==> config.mk <==
export PLATFORM = sky130hd
export DESIGN_NAME = kernel_fetch_ctrl
export DESIGN_NICKNAME = d
export VERILOG_FILES = /design/src/rtl/kfc_pkg.sv /design/src/rtl/kfc_out_fifo.sv /design/src/rtl/kernel_fetch_ctrl.sv
export SDC_FILE = /design/constraint.sdc
export NUM_CORES = 1
export LEC_CHECK = 0
export ABC_AREA = 1
export CORE_ASPECT_RATIO = 1.25
export CORE_MARGIN = 2
export CORE_UTILIZATION = 50
export CTS_CLUSTER_DIAMETER = 120
export DETAILED_ROUTE_END_ITERATION = 12
export PLACE_DENSITY_LB_ADDON = 0.3
export SYNTH_ARGS = -nofsm -noshare
export SYNTH_HDL_FRONTEND = slang
export SYNTH_SLANG_ARGS = --single-unit
==> constraint.sdc <==
create_clock -name clk -period 3.5 [get_ports clk]
set_input_delay 0.525 -clock clk [delete_from_list [all_inputs] [get_ports clk]]
set_output_delay 0.525 -clock clk [all_outputs]
set_load 0.05 [all_outputs]
==> src/rtl/kfc_pkg.sv <==
// Shared constants for the kernel weight fetch sequencer: state encoding,
// default geometry and the output buffer depth rule.
package kfc_pkg;

   // state | meaning
   // IDLE  | waiting for a run request
   // FETCH | issuing BRAM reads across the address window
   // DRAIN | reads all issued, waiting for downstream to take the rest
   // DONE  | single-cycle completion pulse
   localparam logic [1:0] ST_IDLE  = 2'd0;
   localparam logic [1:0] ST_FETCH = 2'd1;
   localparam logic [1:0] ST_DRAIN = 2'd2;
   localparam logic [1:0] ST_DONE  = 2'd3;

   localparam int KFC_KW     = 5;
   localparam int KFC_KH     = 5;
   localparam int KFC_D_BW   = 8;
   localparam int KFC_AWIDTH = 6;
   localparam int KFC_RD_LAT = 1;
   localparam int KFC_DEPTH  = KFC_RD_LAT + 1;
   localparam int KFC_DWIDTH = KFC_KW * KFC_KH * KFC_D_BW;

   // One slot per in-flight read plus one for the word being presented.
   function automatic int kfc_depth(input int rd_lat);
      return rd_lat + 1;
   endfunction

endpackage

==> src/rtl/kfc_out_fifo.sv <==
// Small synchronous output buffer between the BRAM read port and the
// downstream valid/ready interface. Head word is shown combinationally.
module kfc_out_fifo
   import kfc_pkg::*;
#(
   parameter int WIDTH = KFC_DWIDTH,
   parameter int DEPTH = KFC_DEPTH
) (
   input  logic                       clk,
   input  logic                       rst,
   input  logic                       push,
   input  logic [WIDTH-1:0]           wdata,
   input  logic                       pop,
   output logic [WIDTH-1:0]           rdata,
   output logic [$clog2(DEPTH+1)-1:0] count,
   output logic                       empty
);

   localparam int PW = (DEPTH > 1) ? $clog2(DEPTH) : 1;
   localparam int CW = $clog2(DEPTH + 1);

   logic [WIDTH-1:0] mem [DEPTH];
   logic [PW-1:0]    wr_ptr;
   logic [PW-1:0]    rd_ptr;

   function automatic logic [PW-1:0] ptr_inc(input logic [PW-1:0] p);
      return (p == PW'(DEPTH - 1)) ? '0 : p + PW'(1);
   endfunction

   assign rdata = mem[rd_ptr];
   assign empty = (count == '0);

   // Storage, pointers and occupancy; a push into a full buffer is only
   // ever paired with a pop, so the head slot is reused safely.
   always_ff @(posedge clk or negedge rst) begin
      if (!rst) begin
         wr_ptr <= '0;
         rd_ptr <= '0;
         count  <= '0;
         for (int i = 0; i < DEPTH; i++) mem[i] <= '0;
      end else begin
         if (push) begin
            mem[wr_ptr] <= wdata;
            wr_ptr      <= ptr_inc(wr_ptr);
         end
         if (pop) rd_ptr <= ptr_inc(rd_ptr);
         case ({push, pop})
            2'b10:   count <= count + CW'(1);
            2'b01:   count <= count - CW'(1);
            default: count <= count;
         endcase
      end
   end

endmodule

==> src/rtl/kernel_fetch_ctrl.sv <==
// Kernel weight fetch sequencer: sweeps a BRAM address window on a run
// command and streams the returned words downstream with backpressure.
module kernel_fetch_ctrl
   import kfc_pkg::*;
#(
   parameter int KW     = KFC_KW,
   parameter int KH     = KFC_KH,
   parameter int D_BW   = KFC_D_BW,
   parameter int AWIDTH = KFC_AWIDTH,
   parameter int RD_LAT = KFC_RD_LAT
) (
   input  logic                   clk,
   input  logic                   rst,
   input  logic                   i_run,
   input  logic [AWIDTH-1:0]      i_base,
   input  logic [AWIDTH:0]        i_len,
   output logic                   o_busy,
   output logic                   o_done,
   output logic                   bram_en,
   output logic [AWIDTH-1:0]      bram_addr,
   input  logic [KW*KH*D_BW-1:0]  bram_rdata,
   output logic                   o_valid,
   output logic [KW*KH*D_BW-1:0]  o_data,
   input  logic                   i_ready
);

   localparam int DW    = KW * KH * D_BW;
   localparam int DEPTH = kfc_depth(RD_LAT);
   localparam int CW    = $clog2(DEPTH + 1);
   localparam int SW    = CW + 1;
   localparam logic [AWIDTH:0] CNT_ONE = (AWIDTH+1)'(1);

   logic [1:0]        state;
   logic [AWIDTH-1:0] base_q;
   logic [AWIDTH-1:0] last_addr;
   logic [AWIDTH-1:0] next_addr;
   logic [AWIDTH:0]   len_q;
   logic [AWIDTH:0]   issued_cnt;
   logic [AWIDTH:0]   accepted_cnt;
   logic [RD_LAT-1:0] inflight_sr;
   logic [SW-1:0]     inflight_n;
   logic [SW-1:0]     occupancy;
   logic [CW-1:0]     fifo_count;
   logic              fifo_empty;
   logic              pop;
   logic              push;
   logic              credit;
   logic              issue;

   assign pop       = o_valid & i_ready;
   assign push      = inflight_sr[RD_LAT-1];
   assign o_valid   = !fifo_empty;
   assign next_addr = base_q + issued_cnt[AWIDTH-1:0];

   // Number of reads still travelling through the BRAM pipeline.
   always_comb begin
      inflight_n = '0;
      for (int i = 0; i < RD_LAT; i++) inflight_n = inflight_n + SW'(inflight_sr[i]);
   end

   // A word leaving this cycle frees its slot immediately, which is what
   // sustains one read per cycle when downstream never stalls.
   assign occupancy = SW'(fifo_count) + inflight_n;
   assign credit    = (occupancy - SW'(pop)) < SW'(DEPTH);
   assign issue     = (state == ST_FETCH) && credit;

   assign bram_en   = issue;
   assign bram_addr = issue ? next_addr : last_addr;
   assign o_busy    = (state == ST_FETCH) || (state == ST_DRAIN);
   assign o_done    = (state == ST_DONE);

   // Sequencer state, captured window and issue/accept counters.
   always_ff @(posedge clk or negedge rst) begin
      if (!rst) begin
         state        <= ST_IDLE;
         base_q       <= '0;
         len_q        <= '0;
         issued_cnt   <= '0;
         accepted_cnt <= '0;
      end else begin
         case (state)
            ST_IDLE: begin
               if (i_run) begin
                  base_q       <= i_base;
                  len_q        <= i_len;
                  issued_cnt   <= '0;
                  accepted_cnt <= '0;
                  state        <= (i_len == '0) ? ST_DONE : ST_FETCH;
               end
            end
            ST_FETCH: begin
               if (issue && (issued_cnt + CNT_ONE == len_q)) state <= ST_DRAIN;
            end
            ST_DRAIN: begin
               if (pop && (accepted_cnt + CNT_ONE == len_q)) state <= ST_DONE;
            end
            default: state <= ST_IDLE;
         endcase
         if (issue) issued_cnt   <= issued_cnt + CNT_ONE;
         if (pop)   accepted_cnt <= accepted_cnt + CNT_ONE;
      end
   end

   // Read-enable delay line marking when BRAM data lands, plus the held address.
   always_ff @(posedge clk or negedge rst) begin
      if (!rst) begin
         inflight_sr <= '0;
         last_addr   <= '0;
      end else begin
         for (int i = RD_LAT - 1; i > 0; i--) inflight_sr[i] <= inflight_sr[i-1];
         inflight_sr[0] <= issue;
         if (issue) last_addr <= next_addr;
      end
   end

   kfc_out_fifo #(
      .WIDTH (DW),
      .DEPTH (DEPTH)
   ) u_out_fifo (
      .clk   (clk),
      .rst   (rst),
      .push  (push),
      .wdata (bram_rdata),
      .pop   (pop),
      .rdata (o_data),
      .count (fifo_count),
      .empty (fifo_empty)
   );

endmodule

==> results of run 1 <==
[tightest hold or removal path, delay by kind of cell (launching register included)]
kind	cells	cell delay (ns)
compound gates	1	0.06
flops	1	0.34
simple gates	1	0.05
[how the worst min path moves through the flow]
stage / to / slack, ns / depth (start not counted) / startpoint
after global placement: u_out_fifo.mem[117] / 0.47 / 2 / u_out_fifo.mem[117]
after detailed placement: u_out_fifo.mem[199] / 0.47 / 2 / u_out_fifo.mem[199]
after global routing: u_out_fifo.mem[149] / 0.51 / 2 / u_out_fifo.mem[149]
after CTS: u_out_fifo.mem[305] / 0.49 / 2 / u_out_fifo.mem[305]
after floorplan: accepted_cnt[0] / 0.23 / 0 / rst
final: u_out_fifo.mem[80] / 0.48 / 2 / u_out_fifo.mem[80]
[flip-flops by register name, indices dropped and copies added, names as in the netlist, 2 cells and up]
signal / count
accepted_cnt: 7
base_q: 6
issued_cnt: 7
last_addr: 6
len_q: 7
state: 2
u_out_fifo.count: 2
u_out_fifo.mem: 400
[cells in the mapped netlist (all sizes together), types with 7 or more instances]
master and instances:
buf 37, clkbuf 99, dfrtp 440, ha 13
inv 241, nand2 1100, nand3 23, nor2 21
o21ai 419, o22ai 9, or2 7
[metal layers]
metal	up-vias	share of wire [%]	wire, microns	global-route usage [%]
li1	8279	-	-	-
met1	8162	40	20960	32.59
met2	578	49	25590	42.00
met3	126	7.5	3966	6.509
met4	10	4.0	2081	10.56
met5	-	0.13	67	0
[through the flow]
stage / utilization, % / instance area, sq um / worst slack, ns / std cells / hold WS (ns)
finish: 69.46 / 26560 / 0.06237 / 3340 / 0.4809
global route: 69.46 / 26560 / -0.03610 / 3340 / 0.5056
CTS: 69.21 / 26470 / 0.0004203 / 3336 / 0.4870
detailed placement: 65.53 / 25060 / -0.07761 / 3256 / 0.4730
global placement: 65.53 / 25060 / 0.002405 / 3256 / 0.4654
floorplan: - / 19410 / -0.3481 / 2438 / 0.2294
[layout make-up]
class | instances | area [sq um]
inverters | 242 | 920.9
diodes | 2 | 5.005
fillers | 2864 | 11680
repair buffers | 471 | 5637
flip-flops and latches | 440 | 11020
well taps | 492 | 615.6
clock inverters | 4 | 22.52
multi-input cells | 1620 | 7036
clock buffers | 69 | 1306
[kinds of logic after synthesis]
| logic type | Yosys count | share of synthesized area (%) |
|---|---|---|
| XOR/XNOR | 8 | 0.3609 |
| AO/OA/AOI/OAI | 438 | 11.42 |
| adder cells (fa/ha/maj) | 15 | 1.044 |
| flip-flops | 440 | 56.72 |
| buffers and inverters | 378 | 7.457 |
| AND/OR/NAND/NOR | 1159 | 23.00 |
[timing repair]
action                     4_1_cts  5_1_grt
setup endpoints to repair        7        7
resized for setup                9       21
hold buffers                     1        0
setup buffers                    5        3
hold endpoints to repair        21        0
pin swaps                        3        7
cloned                           1        0
==> results.yml, run 1 <==
yosys:
  syn_inst: 2438
  yosys_warnings: 0
  yosys-top-cells-area: "dfrtp_1, nand2_1, o21ai_0"
  synthDistinctLibCells: 34
  synth_seq_area_share_pct: 56.72
  async_flop_share_pct: 100.0
  yosysTopAreaCell: "dfrtp_1"
  synth_seq_cells: 440
  syn_avg_cell_area_sq_um: 7.962
  synth_ff_type: "dfrtp_1"
  synth_edf_count: 0
  synth_area_sq_um: 19410
  syn-num-nets: 2670
  synth_top_area_share_pct: 56.72
final_layout:
  area_growth_pct: 36.81
  drive_above_1_share_pct: 12.12
  final_nets: 3051
  layout_common_cells: "nand2_1, dfrtp_1, o21ai_0"
  layout_commonest_cell: "nand2_1"
die:
  io_pins: 427
  rows: 80
  die_w_microns: 180.2
  initial_core_util_pct: 50.77
  core_sq_um: 38240
  die-area_sq_um: 40430
  die_h_microns: 224.3
timing:
  fmax_mhz: 290.9
  finalCritPeriodShare_pct: 98.22
  relSlewSlack_pct: 13.15
  rsz0062_at_grt: "yes"
  worst_pin_slew_ns: 1.303
  finalHoldViolCount: 0
  fin_tns_setup_ns: 0
  skew_ns: 0.004482
  slew_viol_final: 0
  setup_viol: 0
  min_period_ns: 3.438
clocking:
  htreeDepth: 2
  cts_tree: "yes"
  cts_root_buf: "clkbuf_16"
  cts_buffer_depth: 3
  path_clk_slew_ns: 0.06
  clk_latency_ns: 0.54
  cts.sinks: 440
  cts-buffers-inserted: 44
worst_setup_path:
  regToRegStartpoint: "u_out_fifo.count[0]"
  cp_slowest_stage_delay_ns: 0.60
  ff2ff_path_depth: 16
  start_kind: "input pin"
  crit_family: "buffers and inverters"
  crit_start: "i_ready"
  worstSetupPathType: "in -> out"
  crit_fanout: 4
  required_ns: 2.97
  worstPathArrival_ns: 2.91
  critPathBufInv: 5
  cp_slowest_cell: "fa_2"
  path_cells: "clkdlybuf4s50_1 > inv_1 > nor2_4 > ha_4 > or2_4 > fa_2 > nand4_4 > buf_6 > inv_6 > nand3_2 > nand2_2 > buf_12"
  worstSetupEndpointType: "primary output"
  cp_num_cells: 12
  rr_endpoint: "state[0]"
  rrSetupSlack_ns: 0.71
  crit_path_end: "bram_addr[5]"
global_route:
  grt_overflow: 0
  grt_max_degree: 202
  grt_pass1_vias: 16820
  grtUsageTotal_pct: 25.61
  grt_pass1_wl_microns: 84890
  antenna_found_initial: 7
detailed_routing:
  drtPass1Iterations: 5
  drtAntennaViolNets: 0
  wl_per_cell_microns: 15.77
  drt_wl_total_microns: 52660
  vias: 17160
  viasPerCell: 5.136
  first_iter_violations: 1307
  drcViolationCount: 0
placed_design:
  post-dp-hpwl_microns: 34910
  gp_congestion: 0.9008
  portBuffers: 426
hold_path:
  hp-class: "reg -> reg"
run_status:
  status: "complete, no violations"
flow_run:
  maxCapViolations: 0
Power of run 1 is not shown: default switching activity piles up to over one toggle a cycle in this logic, so the estimate is an artifact.
==> inputs of run 2 (changes only) <==
CTS_CLUSTER_SIZE = 12   (was unset)
==> run 2 against run 1 <==
  * Die area stayed put
  * Wire length shrank 0.65%
  * Clock-buffer cell count is 23 lower
  * Sequential share of layout area is 0.32 points higher
  * Global-route usage about the same
  * Worst hold slack improved by 0.0027 ns
  * Fmax is 0.31% higher
  * Register-to-register slack better by 0.03 ns
  * Design area shrank 0.77%
  * Setup slack better by 0.011 ns
  * Highest routed layer unchanged
  * First-iteration DRC count fell by 2.4%
  * Flip-flop and latch count unchanged
==> results.yml, run 2 (synthesis results as in run 1) <==
detailed_routing:
  drtPass1Iterations: 7
  viasPerCell: 5.170
  drcViolationCount: 0
  vias: 17150
  drt_wl_total_microns: 52320
  drtAntennaViolNets: 0
  wl_per_cell_microns: 15.77
  first_iter_violations: 1275
worst_setup_path:
  crit_fanout: 4
  cp_slowest_cell: "fa_2"
  start_kind: "flip-flop"
  critPathBufInv: 1
  path_cells: "nor2_4 > nor2_4 > ha_1 > or2_4 > fa_2 > nand4_4 > o31ai_2 > buf_12"
  cp_slowest_stage_delay_ns: 0.55
  worstSetupPathType: "reg -> out"
  crit_top_cell: "nor2_4"
  worstPathArrival_ns: 2.90
  worstSetupEndpointType: "primary output"
  crit_family: "adder cells"
  required_ns: 2.97
die:
  initial_core_util_pct: 50.77
  die_w_microns: 180.2
  core_sq_um: 38240
  io_pins: 427
  rows: 80
  die-area_sq_um: 40430
  die_h_microns: 224.3
final_layout:
  final_nets: 3047
  layout_common_cells: "nand2_1, dfrtp_1, o21ai_0"
  regMostFlops: "u_out_fifo.mem"
  area_growth_pct: 35.76
  largest_reg_flops: 400
  drive_above_1_share_pct: 11.64
  design_area_sq_um: 26350
  layout_commonest_cell: "nand2_1"
timing:
  fin_tns_setup_ns: 0
  finalHoldViolCount: 0
  finalCritPeriodShare_pct: 97.91
  timing.final.ws_setup_ns: 0.07302
  min_period_ns: 3.427
  skew_ns: 0.01381
  slew_viol_final: 0
  rsz0062_at_grt: "yes"
  relSlewSlack_pct: 33.71
  worst_pin_slew_ns: 0.9944
  fmax_mhz: 291.8
  setup_viol: 0
flow_run:
  maxCapViolations: 0
clocking:
  cts-buffers-inserted: 42
  cts_buffer_depth: 3
  htreeDepth: 2
  cts.sinks: 440
  cts_tree: "yes"
  clk_latency_ns: 0.54
  cts_root_buf: "clkbuf_16"
  path_clk_slew_ns: 0.06
placed_design:
  place_ws_ns: -0.07761
  portBuffers: 426
  post-dp-hpwl_microns: 34910
  gp_congestion: 0.9008
  placed_area_sq_um: 25060
global_route:
  grt_overflow: 0
  grt_pass1_wl_microns: 84600
  antenna_found_initial: 10
  grtUsageTotal_pct: 25.57
  grt_pass1_vias: 16730
  grt_max_degree: 202
run_status:
  status: "complete, no violations"
hold_path:
  hp-class: "reg -> reg"
==> run 2: metrics by stage <==
| step | hold WS, ns | utilization, % | cells |
|---|---|---|---|
| global route | 0.5053 | 68.92 | 3316 |
| floorplan | 0.2294 | - | 2438 |
| CTS | 0.4875 | 68.81 | 3310 |
| detailed placement | 0.4730 | 65.53 | 3256 |
| global placement | 0.4654 | 65.53 | 3256 |
| finish | 0.4836 | 68.92 | 3317 |
==> run 2: path summary, 6_finish.rpt <==
check	start	endpoint	slack (ns)	depth (start not counted)
max reg2reg	u_out_fifo.count[1]	state[0]	0.74	16
max	u_out_fifo.count[1]	bram_addr[3]	0.07	8
max in group asynchronous	rst	u_out_fifo.mem[76]	1.98	3
min	u_out_fifo.mem[132]	u_out_fifo.mem[132]	0.48	2
min reg2reg	u_out_fifo.mem[132]	u_out_fifo.mem[132]	0.48	2
min in group asynchronous	rst	u_out_fifo.mem[175]	0.56	2
==> run 2: cell type report <==
| cell class | instances | area, sq um |
|---|---|---|
| Antenna cell | 7 | 17.52 |
| Clock inverter | 1 | 30.03 |
| Fill cell | 2917 | 11880 |
| Tap cell | 492 | 615.6 |
| Inverter | 242 | 915.9 |
| Sequential cell | 440 | 11020 |
| Multi-Input combinational cell | 1620 | 7012 |
| Timing Repair Buffer | 469 | 5618 |
| Clock buffer | 46 | 1130 |
==> run 2: metal layers <==
layer  share of wire, %  wire length, microns  track usage, %  up-vias
met4                4.8                  2514           12.04        8
met1                 40                 20770           32.40     8131
met5               0.10                    53               0        -
met2                 47                 24780           41.23      619
li1                   -                     -               -     8249
met3                8.0                  4199           6.655      142
==> run 2: timing repair <==
action	4_1_cts	5_1_grt
pin swaps	6	5
setup buffers	5	2
hold endpoints to repair	15	0
gates cloned	1	0
hold buffers	1	0
resized for setup	12	10
setup endpoints to repair	7	7
==> run 2: worst min-delay path: cells and delay by family, from the launching register on <==
family           cells  cell delay [ns]
AO/OA/AOI/OAI        1             0.06
flip-flops           1             0.34
AND/OR/NAND/NOR      1             0.05
Power of run 2 is left out for the same reason.
